[src/rtl/uart_pkg.sv]
// Shared definitions for the AHB-Lite transmit-only UART: register map,
// status/control bit positions, TX state encoding and the reset baud divider.
package uart_pkg;

    localparam logic [1:0] REG_DATA    = 2'd0;
    localparam logic [1:0] REG_STATUS  = 2'd1;
    localparam logic [1:0] REG_BAUDDIV = 2'd2;
    localparam logic [1:0] REG_CTRL    = 2'd3;

    localparam int STAT_BUSY    = 0;
    localparam int STAT_FULL    = 1;
    localparam int STAT_EMPTY   = 2;
    localparam int STAT_OVF     = 3;
    localparam int STAT_LVL_LSB = 8;

    localparam int CTRL_EN = 0;
    localparam int CTRL_IE = 1;

    // 433 -> 115200 baud from a 50 MHz HCLK
    localparam logic [15:0] DEF_DIV = 16'd433;

    typedef enum logic [1:0] {
        ST_IDLE,
        ST_START,
        ST_DATA,
        ST_STOP
    } tx_state_t;

    typedef struct packed {
        logic       valid;
        logic       write;
        logic [1:0] addr;
    } ahb_dp_t;

endpackage

[src/rtl/uart_tx_fifo.sv]
// Circular byte FIFO with a level counter; a push while full is accepted
// only when a pop frees the head slot in the same cycle.
module uart_tx_fifo #(
    parameter int unsigned FIFO_DEPTH = 8,
    localparam int unsigned PW = $clog2(FIFO_DEPTH),
    localparam int unsigned LW = $clog2(FIFO_DEPTH + 1)
) (
    input  logic          HCLK,
    input  logic          HRESET,
    input  logic          push,
    input  logic [7:0]    wdata,
    input  logic          pop,
    output logic [7:0]    rdata,
    output logic [LW-1:0] level,
    output logic          full,
    output logic          empty
);

    logic [7:0]    mem [FIFO_DEPTH];
    logic [PW-1:0] wptr, rptr;
    logic          do_push, do_pop;

    assign full    = (level == LW'(FIFO_DEPTH));
    assign empty   = (level == '0);
    assign do_pop  = pop & ~empty;
    assign do_push = push & (~full | do_pop);
    assign rdata   = mem[rptr];

    always_ff @(posedge HCLK) begin
        if (do_push) mem[wptr] <= wdata;
    end

    always_ff @(posedge HCLK) begin
        if (HRESET) begin
            wptr  <= '0;
            rptr  <= '0;
            level <= '0;
        end else begin
            if (do_push) wptr <= wptr + 1'b1;
            if (do_pop)  rptr <= rptr + 1'b1;
            case ({do_push, do_pop})
                2'b10:   level <= level + 1'b1;
                2'b01:   level <= level - 1'b1;
                default: level <= level;
            endcase
        end
    end

endmodule

[src/rtl/ahbl_uart_tx.sv]
// AHB-Lite zero-wait-state slave wrapping a FIFO-fed 8N1 UART transmitter
// with a programmable per-frame baud divider and a level interrupt.
module ahbl_uart_tx
    import uart_pkg::*;
#(
    parameter int unsigned FIFO_DEPTH  = 8,
    parameter logic [15:0] DEFAULT_DIV = DEF_DIV
) (
    input  logic        HCLK,
    input  logic        HRESET,
    input  logic        HSEL,
    input  logic [31:0] HADDR,
    input  logic [1:0]  HTRANS,
    input  logic [2:0]  HSIZE,
    input  logic        HWRITE,
    input  logic        HREADY,
    input  logic [31:0] HWDATA,
    output logic        HREADYOUT,
    output logic [31:0] HRDATA,
    output logic        TX,
    output logic        IRQ
);

    localparam int unsigned LW = $clog2(FIFO_DEPTH + 1);

    ahb_dp_t       dp;
    logic [15:0]   baud_div;
    logic          ctrl_en, ctrl_ie, ovf, irq_q;
    tx_state_t     state, state_nx;
    logic [15:0]   timer, frame_div;
    logic [2:0]    bit_idx;
    logic [7:0]    shreg;
    logic          fifo_pop, fifo_full, fifo_empty, load, shift;
    logic [7:0]    fifo_rdata;
    logic [LW-1:0] fifo_level;
    logic          wr_data, wr_status, wr_baud, wr_ctrl;
    logic          unused_bits;

    assign unused_bits = ^{HSIZE, HADDR[31:4], HADDR[1:0], HTRANS[0], HWDATA[31:16]};

    always_ff @(posedge HCLK) begin
        if (HRESET) begin
            dp <= '0;
        end else begin
            dp.valid <= HSEL & HREADY & HTRANS[1];
            dp.write <= HWRITE;
            dp.addr  <= HADDR[3:2];
        end
    end

    assign wr_data   = dp.valid & dp.write & (dp.addr == REG_DATA);
    assign wr_status = dp.valid & dp.write & (dp.addr == REG_STATUS);
    assign wr_baud   = dp.valid & dp.write & (dp.addr == REG_BAUDDIV);
    assign wr_ctrl   = dp.valid & dp.write & (dp.addr == REG_CTRL);

    uart_tx_fifo #(.FIFO_DEPTH(FIFO_DEPTH)) u_fifo (
        .HCLK  (HCLK),
        .HRESET(HRESET),
        .push  (wr_data),
        .wdata (HWDATA[7:0]),
        .pop   (fifo_pop),
        .rdata (fifo_rdata),
        .level (fifo_level),
        .full  (fifo_full),
        .empty (fifo_empty)
    );

    always_ff @(posedge HCLK) begin
        if (HRESET) begin
            baud_div <= DEFAULT_DIV;
            ctrl_en  <= 1'b1;
            ctrl_ie  <= 1'b0;
            ovf      <= 1'b0;
            irq_q    <= 1'b0;
        end else begin
            if (wr_baud) baud_div <= (HWDATA[15:0] == 16'd0) ? 16'd1 : HWDATA[15:0];
            if (wr_ctrl) begin
                ctrl_en <= HWDATA[CTRL_EN];
                ctrl_ie <= HWDATA[CTRL_IE];
            end
            // a full FIFO still takes the byte if the FSM frees a slot this cycle
            if (wr_data & fifo_full & ~fifo_pop)  ovf <= 1'b1;
            else if (wr_status & HWDATA[STAT_OVF]) ovf <= 1'b0;
            irq_q <= ctrl_ie & fifo_empty & (state == ST_IDLE);
        end
    end

    always_comb begin
        state_nx = state;
        fifo_pop = 1'b0;
        load     = 1'b0;
        shift    = 1'b0;
        case (state)
            ST_IDLE: begin
                if (ctrl_en & ~fifo_empty) begin
                    state_nx = ST_START;
                    fifo_pop = 1'b1;
                    load     = 1'b1;
                end
            end
            ST_START: begin
                if (timer == 16'd0) state_nx = ST_DATA;
            end
            ST_DATA: begin
                if (timer == 16'd0) begin
                    shift = 1'b1;
                    if (bit_idx == 3'd7) state_nx = ST_STOP;
                end
            end
            ST_STOP: begin
                if (timer == 16'd0) begin
                    if (ctrl_en & ~fifo_empty) begin
                        state_nx = ST_START;
                        fifo_pop = 1'b1;
                        load     = 1'b1;
                    end else begin
                        state_nx = ST_IDLE;
                    end
                end
            end
            default: state_nx = ST_IDLE;
        endcase
    end

    // divider is latched per frame so BAUDDIV writes never distort a frame in flight
    always_ff @(posedge HCLK) begin
        if (HRESET) begin
            state     <= ST_IDLE;
            timer     <= 16'd0;
            frame_div <= 16'd0;
            bit_idx   <= 3'd0;
            shreg     <= 8'hFF;
        end else begin
            state <= state_nx;
            if (load) begin
                shreg     <= fifo_rdata;
                frame_div <= baud_div;
                timer     <= baud_div;
                bit_idx   <= 3'd0;
            end else if (state != ST_IDLE) begin
                if (timer == 16'd0) begin
                    timer <= frame_div;
                    if (shift) begin
                        shreg   <= {1'b1, shreg[7:1]};
                        bit_idx <= bit_idx + 1'b1;
                    end
                end else begin
                    timer <= timer - 16'd1;
                end
            end
        end
    end

    always_comb begin
        HRDATA = '0;
        if (dp.valid & ~dp.write) begin
            case (dp.addr)
                REG_STATUS: begin
                    HRDATA[STAT_BUSY]          = (state != ST_IDLE);
                    HRDATA[STAT_FULL]          = fifo_full;
                    HRDATA[STAT_EMPTY]         = fifo_empty;
                    HRDATA[STAT_OVF]           = ovf;
                    HRDATA[STAT_LVL_LSB +: 8]  = 8'(fifo_level);
                end
                REG_BAUDDIV: HRDATA[15:0] = baud_div;
                REG_CTRL:    HRDATA[1:0]  = {ctrl_ie, ctrl_en};
                default:     HRDATA       = '0;
            endcase
        end
    end

    assign TX        = (state == ST_START) ? 1'b0 :
                       (state == ST_DATA)  ? shreg[0] : 1'b1;
    assign IRQ       = irq_q;
    assign HREADYOUT = 1'b1;

endmodule

[config.mk]
export PLATFORM = sky130hd
export DESIGN_NAME = ahbl_uart_tx
export DESIGN_NICKNAME = d
export VERILOG_FILES = /design/src/rtl/uart_pkg.sv /design/src/rtl/uart_tx_fifo.sv /design/src/rtl/ahbl_uart_tx.sv
export SDC_FILE = /design/constraint.sdc
export NUM_CORES = 1
export LEC_CHECK = 0
export BUFFER_PORTS_ARGS = -buffer_cell sky130_fd_sc_hd__buf_2
export CORE_ASPECT_RATIO = 1.5
export CORE_MARGIN = 2
export CORE_UTILIZATION = 59
export CTS_BUF_LIST = sky130_fd_sc_hd__clkbuf_4 sky130_fd_sc_hd__clkbuf_8
export CTS_CLUSTER_DIAMETER = 80
export DETAILED_ROUTE_END_ITERATION = 10
export PLACE_DENSITY_LB_ADDON = 0.08
export SETUP_SLACK_MARGIN = 0.5
export SYNTH_ARGS = -nofsm -noshare
export SYNTH_HDL_FRONTEND = slang
export SYNTH_HIERARCHICAL = 1
export SYNTH_SLANG_ARGS = --single-unit
[constraint.sdc]
create_clock -name HCLK -period 3.95 [get_ports HCLK]
set_input_delay 0.5925 -clock HCLK [delete_from_list [all_inputs] [get_ports HCLK]]
set_output_delay 0.5925 -clock HCLK [all_outputs]
set_load 0.05 [all_outputs]
==> results.toml, run 1 <==
[status]
outcome = "finished clean"

[worst_setup_path]
crit_arrival_ns = 3.65
path_max_fanout = 14
cp_data_required_time_ns = 4.32
critPathLaunchType = "flop"
r2r_cells = 14
critical_path_class = "flop to flop"
end_kind = "flop"

[route]
drc = 0
drt-pass1-iter-count = 5
ant_nets = 0
first_iter_violations = 367
wirelength_mm = 15.5
vias = 4982
via_per_inst = 6.05
wl_per_cell_um = 18.8

[timing]
setup_viol = 0
hold_slack_ns = 0.359
tns_ns = 0
period_minus_slack_ns = 3.28
timing.final.crit_share_pct = 83.0
tightest_slew_ns = 0.871
hold_viol = 0
slew_viol_final = 0
timing.fmax_mhz = 305
rsz0062_at_grt = "false"
relSlewSlack_pct = 41.9
clock_skew_ns = 0.0161

[global_route]
grt_max_degree = 42
grt_pass1_vias = 4958
gr-usage-all-layers_pct = 25.6
grt_antenna_before_repair = 0
grt_overflow = 0
grt_pass1_wl_mm = 24.4

[logic_synthesis]
synth_area_leaders = "edfxtp_1, dfxtp_1, mux4_1"
synth_area_um2 = 6860
async_reset_ff_share_pct = 0
postSynthAreaPerCell_um2 = 11.1
yosys.cell_types.count = 72
ys_seq_area_share_pct = 52.0
synth_edf_count = 64
ys.flop_type = "dfxtp_1"
synth.top_cell.area_share_pct = 28.0
yosys_warnings = 6
synth_top_area_cell = "edfxtp_1"
yosys_register_bits = 146
synthesis.instances = 618

[placed_design]
placed_cells = 789
hpwl_mm = 11.0
io_buffers = 41
gp_congestion = 0.950
place_area_um2 = 7130

[floorplan]
top_level_ports = 109
initial_utilization_pct = 60.1
dieWidth_um = 92.0
dieArea_um2 = 12500
core.rowCount = 48
core_um2 = 11400
fp.dieH_um = 136

[power_and_ir_drop]
power.density_nw_per_um2 = 618
p_leak_nw = 2.93
ir_drop_mv = 0.354

[hold_path]
hold_path.class = "input pin to flop"
hold_path_depth = 2

[final_layout]
drive_gt1_share_pct = 18.1
nNetsFinal = 752
layoutNonFillerInstCount = 823
syn_to_final_growth_pct = 10.6
final_area_um2 = 7580
layout_common_cells = "dfxtp_1, nand2_1, edfxtp_1"
n_antenna_cell = 0
final_common_cell = "dfxtp_1"

[cts]
clk_pin_slew_ns = 0.08
hold_buffers = 0
clock_sinks = 146
ctsRootBufferMaster = "clkbuf_8"
clkLatencyLatePin_ns = 0.44
htreeDepth = 4
cts_tree = "yes"
cts_buffers = 17
cts.path.max_buffers = 2

[run]
max_cap_viol_count = 0
-- Yosys cell counts (9+ instances only) --
master,number
and3_1,11
mux2_2,9
a21oi_1,37
inv_1,14
dfxtp_1,82
a221o_1,12
nand2_1,72
clkbuf_1,19
nor3_1,16
mux4_1,16
a22oi_1,10
nand3_1,17
edfxtp_1,64
nor2_1,54
ha_1,17
buf_4,22
-- kinds of logic after synthesis --
family,Yosys count,share of synthesized area [%]
AO/OA/AOI/OAI,114,12.2
XOR/XNOR,11,1.40
adder cells (fa/ha/maj),18,3.39
buffers and inverters,69,5.55
flip-flops,146,52.0
multiplexers,33,8.78
other,2,0.110
AND/OR/NAND/NOR,225,16.6
-- flip-flops by register name (all words and copies together), names as in the netlist, 3 cells and up, named ones only --
register	flops
u_fifo/mem	64
baud_div	16
frame_div	16
timer	16
shreg	8
dp	4
u_fifo/level	4
bit_idx	3
u_fifo/rptr	3
u_fifo/wptr	3
-- metal layers --
metal	wire [um]	GRT usage, %	vias up
met5	0	0	-
met4	717	16.1	0
met3	597	3.77	47
met2	8480	46.3	132
met1	5670	27.9	2448
li1	-	-	2355
-- layout make-up --
type / instances / area (um^2)
inverters: 15 / 56.3
clock buffers: 19 / 249
repair buffers: 62 / 363
multi-input cells: 418 / 3010
well taps: 150 / 188
clock inverters: 13 / 160
fillers: 899 / 3830
flip-flops and latches: 146 / 3560
-- critical path: stages (launching register included) --
cell and delay, ns:
dfxtp_1 0.37, inv_1 0.11, ha_1 0.40, nor3b_4 0.31, nand2_1 0.09, a21boi_4 0.15
inv_2 0.24, o21ai_2 0.13, or2_2 0.32, inv_1 0.09, ha_1 0.27, a21oi_1 0.14
nand2_1 0.13, or3_1 0.37, nand4_1 0.10
-- worst paths after layout --
path / start / endpoint / slack (ns)
setup reg to reg: state[0] / u_fifo/level[3] / 0.67
hold reg to reg: shreg[4] / shreg[4] / 0.46
hold / removal: HADDR[3] / dp[1] / 0.36
setup / recovery: state[0] / u_fifo/level[3] / 0.67
-- power by group --
group          internal (mW)  leakage [nW]  total [mW]  switching (mW)
sequential              1.69          1.24        1.82           0.137
clock                  0.639         0.197        1.20           0.565
combinational          0.632          1.49        1.66            1.02
total                   2.96          2.93        4.68            1.73
-- metrics by stage --
stage / util (%) / total power [mW] / setup WS (ns)
3_5_place_dp: 62.5 / 3.40 / 0.431
6_report: 66.5 / 4.68 / 0.672
5_1_grt: 66.5 / 4.93 / 0.475
2_1_floorplan: - / 3.02 / 0.621
3_3_place_gp: 62.5 / 3.38 / 0.508
4_1_cts: 66.1 / 4.61 / 0.523
-- repair_timing --
action	CTS	global route
resized for setup	1	5
setup buffers	0	2
endpoints found under the setup margin	1	1
(Power assumes the default switching activity.)
==> run 2, diff against run 1 <==
CORE_UTILIZATION = 53   (was 59)
clock period = 2.74 ns   (was 3.95 ns; I/O delays follow)
==> results.toml, run 2 (synthesis results as in run 1) <==
[timing]
timing.final.crit_share_pct = 93.0
clock_skew_ns = 0.0163
setup_viol = 0
timing.fmax_mhz = 393
hold_slack_ns = 0.181
rsz0062_at_grt = "true"
slew_viol_final = 0
period_minus_slack_ns = 2.55
tightest_slew_ns = 0.687
relSlewSlack_pct = 54.1
fin_ws_ns = 0.193
hold_viol = 0

[placed_design]
post-place-ws_ns = -0.0547
placed_cells = 812
gp_congestion = 0.913
io_buffers = 41
hpwl_mm = 11.5
place_area_um2 = 7440

[final_layout]
largest_register_ffs = 64
drive_gt1_share_pct = 29.3
layoutNonFillerInstCount = 872
top_register = "u_fifo/mem"
syn_to_final_growth_pct = 21.3
final_area_um2 = 8320
layout_common_cells = "dfxtp_1, nand2_1, edfxtp_1"
final_common_cell = "dfxtp_1"
nNetsFinal = 795
n_antenna_cell = 0

[cts]
hold_buffers = 0
cts.path.max_buffers = 2
ctsRootBufferMaster = "clkbuf_8"
clk_pin_slew_ns = 0.08
htreeDepth = 4
cts_buffers = 17
clkLatencyLatePin_ns = 0.44
cts_tree = "yes"
clock_sinks = 146

[floorplan]
fp.dieH_um = 143
dieWidth_um = 96.9
initial_utilization_pct = 54.5
core_um2 = 12600
core.rowCount = 50
top_level_ports = 109
dieArea_um2 = 13900

[power_and_ir_drop]
p_sw_share_pct = 36.7
finalPower_mw = 7.03
power_frac_comb_pct = 39.3
ir_drop_mv = 0.456
p_leak_nw = 3.20
p_clk_share_pct = 23.6
switching_power_mw = 2.58
power.density_nw_per_um2 = 844
power_frac_seq_pct = 37.1
p_int_mw = 4.45

[worst_setup_path]
end_kind = "flop"
path_max_fanout = 4
reg2reg_slack_ns = 0.19
critPathLaunchType = "flop"
r2r_start = "u_fifo/level[1]"
critPathLaunch = "u_fifo/level[1]"
crit_end = "u_fifo/level[3]"
cp_data_required_time_ns = 3.12
r2r_cells = 14
crit_arrival_ns = 2.92
critical_path_class = "flop to flop"
r2r_end = "u_fifo/level[3]"

[run]
max_cap_viol_count = 0

[global_route]
grt_overflow = 0
grt_pass1_wl_mm = 26.1
gr-usage-all-layers_pct = 24.2
grt_pass1_vias = 5145
grt_max_degree = 39
grt_antenna_before_repair = 0

[route]
via_per_inst = 5.83
wl_per_cell_um = 18.9
drc = 0
drt-pass1-iter-count = 4
wirelength_mm = 16.4
first_iter_violations = 191
vias = 5082
ant_nets = 0

[status]
outcome = "finished clean"

[hold_path]
hold_path_depth = 2
hold_path.class = "input pin to flop"
-- run 2: repair_timing --
action / in CTS / in global routing
setup buffers: 21 / 6
pin swaps: 18 / 14
gates resized for setup: 35 / 24
setup endpoints to repair: 105 / 91
cloned: 1 / 0
-- run 2: through the flow --
step           TNS, ns  util [%]
2_1_floorplan    -9.15         -
3_3_place_gp         0      59.2
3_5_place_dp    -0.817      59.2
4_1_cts              0      64.8
5_1_grt              0      66.2
6_report             0      66.2
-- run 2: worst min path at each step --
stage                     endpoint      from  slack [ns]
final                        dp[1]  HADDR[3]        0.18
after global routing         dp[1]  HADDR[3]        0.17
after CTS                    dp[1]  HADDR[3]        0.16
after detailed placement  shreg[1]  shreg[1]        0.45
after global placement    shreg[3]  shreg[3]        0.44
after floorplan           shreg[1]  shreg[1]        0.43
-- run 2: final cells by class --
cell class              count  area, um^2
flip-flops and latches    146        3580
clock buffers              20         256
well taps                 156         195
inverters                  15        63.8
repair buffers            105         841
clock inverters            12         133
multi-input cells         418        3250
fillers                   978        4250
-- run 2: worst max-delay path, cell delays in order, from the launching register on --
cell and delay (ns):
dfxtp_2 0.32, or3_4 0.40, nor2_4 0.16, nand3b_1 0.19
nor2_4 0.06, a21boi_4 0.17, inv_4 0.07, o21ai_4 0.06
or2_4 0.15, inv_4 0.04, ha_4 0.23, a21oi_4 0.13
nand2_2 0.09, or3_1 0.32, nand4_1 0.10
-- run 2: power by group through the flow --
stage | combinational, mW | clock [mW] | sequential (mW)
final | 2.76 | 1.66 | 2.61
after CTS | 2.69 | 1.69 | 2.59
after global placement | 2.46 | 0 | 2.64
after detailed placement | 2.48 | 0 | 2.64
after global routing | 3.03 | 1.78 | 2.62
after floorplan | 1.85 | 0 | 2.62
-- run 2: layer usage --
metal	track usage (%)	wire [um]	part of all wire (%)
met5	0	0	0
met4	12.3	614	3.7
met3	3.70	611	3.7
met2	46.2	9180	56
met1	25.7	6040	37
==> run 3, diff against run 2 <==
CELL_PAD_IN_SITES_DETAIL_PLACEMENT = 0   (was unset)
CELL_PAD_IN_SITES_GLOBAL_PLACEMENT = 2   (was unset)
CORE_UTILIZATION = 38   (was 53)
clock period = 2.9 ns   (was 2.74 ns; I/O delays follow)
==> results.toml, run 3 (synthesis results as in run 1) <==
[power_and_ir_drop]
switching_power_mw = 2.68
ir_drop_mv = 0.514
finalPower_mw = 6.71
p_sw_share_pct = 40.0
power_frac_comb_pct = 38.6
p_clk_share_pct = 24.2
p_leak_nw = 3.18
p_int_mw = 4.03
power.density_nw_per_um2 = 804
power_frac_seq_pct = 37.1

[worst_setup_path]
critPathLaunchType = "flop"
r2r_end = "u_fifo/level[3]"
path_cells = "or3_4, nor2_4, nand3b_1, nor2_4, a21boi_4, inv_4, o21ai_4, or2_4, inv_2, ha_1, nand3_1, nand2_2, or3_1, nand4_1"
cpPeakStageDelay_ns = 0.41
r2r_start = "u_fifo/level[0]"
critical_path_buf_inv_count = 2
end_kind = "flop"
cp_top_family = "simple AND/OR/NAND/NOR gates"
crit_arrival_ns = 2.99
r2r_cells = 14
slowest_stage = "or3_4"
cp_data_required_time_ns = 3.29
critical_path_class = "flop to flop"
cpMostUsedCell = "nor2_4"
path_max_fanout = 5
reg2reg_slack_ns = 0.30

[global_route]
grt_pass1_vias = 5074
gr-usage-all-layers_pct = 19.3
grt_overflow = 0
grt_max_degree = 45
grt_antenna_before_repair = 0
grt_pass1_wl_mm = 27.8

[final_layout]
final_common_cell = "dfxtp_1"
n_antenna_cell = 0
drive_gt1_share_pct = 28.1
layoutNonFillerInstCount = 929
nNetsFinal = 791
top_register = "u_fifo/mem"
largest_register_ffs = 64
syn_to_final_growth_pct = 21.7
layout_common_cells = "dfxtp_1, nand2_1, edfxtp_1"

[floorplan]
fp.dieH_um = 169
initial_utilization_pct = 38.5
dieArea_um2 = 19200
core_um2 = 17800
top_level_ports = 109
core.rowCount = 60
dieWidth_um = 114

[timing]
timing.final.crit_share_pct = 89.5
setup_viol = 0
relSlewSlack_pct = 51.9
hold_viol = 0
timing.fmax_mhz = 385
tightest_slew_ns = 0.720
period_minus_slack_ns = 2.60
slew_viol_final = 0
clock_skew_ns = 0.0179
rsz0062_at_grt = "true"

[cts]
cts_buffers = 17
cts_tree = "yes"
clock_sinks = 146
clk_pin_slew_ns = 0.10
cts.path.max_buffers = 2
htreeDepth = 4
ctsRootBufferMaster = "clkbuf_8"
clkLatencyLatePin_ns = 0.46

[run]
max_cap_viol_count = 0

[placed_design]
hpwl_mm = 12.7
gp_congestion = 0.803
placed_cells = 871
io_buffers = 41

[hold_path]
hold_path.class = "input pin to flop"
hold_start = "HADDR[2]"
hold_path_depth = 2
holdPathEnd = "dp[0]"

[route]
drc = 0
drt-pass1-iter-count = 4
wirelength_mm = 18.2
via_per_inst = 5.44
ant_nets = 0
first_iter_violations = 312
vias = 5058
wl_per_cell_um = 19.6

[status]
outcome = "finished clean"
-- run 3: area by class of cell --
class	count	area, um^2
clock inverter	15	186
inverter	15	58.8
fill	1685	9450
multi-input combinational	418	3250
sequential	146	3580
timing repair buffer	101	764
tap	217	272
clock buffer	17	234
-- run 3: routing by layer --
| layer | GRT usage (%) | wire [um] | share of wire, % |
|---|---|---|---|
| met2 | 35.5 | 9990 | 55 |
| met3 | 3.62 | 451 | 2.5 |
| met1 | 21.7 | 7340 | 40 |
| met4 | 7.79 | 410 | 2.3 |
| met5 | 0 | 0 | 0 |
-- run 3: worst max-delay path by stage --
stage                     from                to  slack, ns  cells after the start
6_report       u_fifo/level[0]   u_fifo/level[3]       0.30                     14
5_1_grt        u_fifo/level[0]   u_fifo/level[3]       0.19                     14
4_1_cts        u_fifo/level[0]   u_fifo/level[3]       0.35                     14
3_5_place_dp   u_fifo/level[1]  u_fifo/mem[0][7]       0.16                     12
3_3_place_gp   u_fifo/level[1]   u_fifo/level[3]       0.18                     14
2_1_floorplan  u_fifo/level[1]   u_fifo/level[3]      -0.11                     18
-- run 3: per-stage QoR --
| step | area [um^2] | TNS [ns] | hold slack [ns] | util (%) | setup WS (ns) |
|---|---|---|---|---|---|
| 6_report | 8350 | 0 | 0.186 | 46.9 | 0.304 |
| 4_1_cts | 8120 | 0 | 0.147 | 45.6 | 0.350 |
| 2_1_floorplan | 7080 | -1.92 | 0.430 | - | -0.111 |
| 3_3_place_gp | 7460 | 0 | 0.437 | 42.0 | 0.185 |
| 5_1_grt | 8350 | 0 | 0.167 | 46.9 | 0.191 |
| 3_5_place_dp | 7460 | 0 | 0.448 | 42.0 | 0.163 |
-- run 3: power by group through the flow --
stage / clock, mW / sequential, mW / combinational (mW)
after floorplan: 0 / 2.48 / 1.75
after global placement: 0 / 2.53 / 2.40
after detailed placement: 0 / 2.53 / 2.41
after CTS: 1.69 / 2.48 / 2.54
after global routing: 1.77 / 2.51 / 2.81
final: 1.63 / 2.49 / 2.59
-- run 3: repair_timing --
action / 4_1_cts / 5_1_grt
cloned: 0 / 0
hold buffers: 0 / 0
pin swaps: 18 / 13
setup endpoints to repair: 94 / 81
buffers inserted: 15 / 11
resized for setup: 28 / 26
-- run 3: worst reg2reg max path, stage by stage (launching register included) --
cell      delay, ns
dfxtp_2        0.33
or3_4          0.41
nor2_4         0.14
nand3b_1       0.20
nor2_4         0.06
a21boi_4       0.21
inv_4          0.08
o21ai_4        0.07
or2_4          0.14
inv_2          0.05
ha_1           0.28
nand3_1        0.09
nand2_2        0.08
or3_1          0.31
nand4_1        0.08
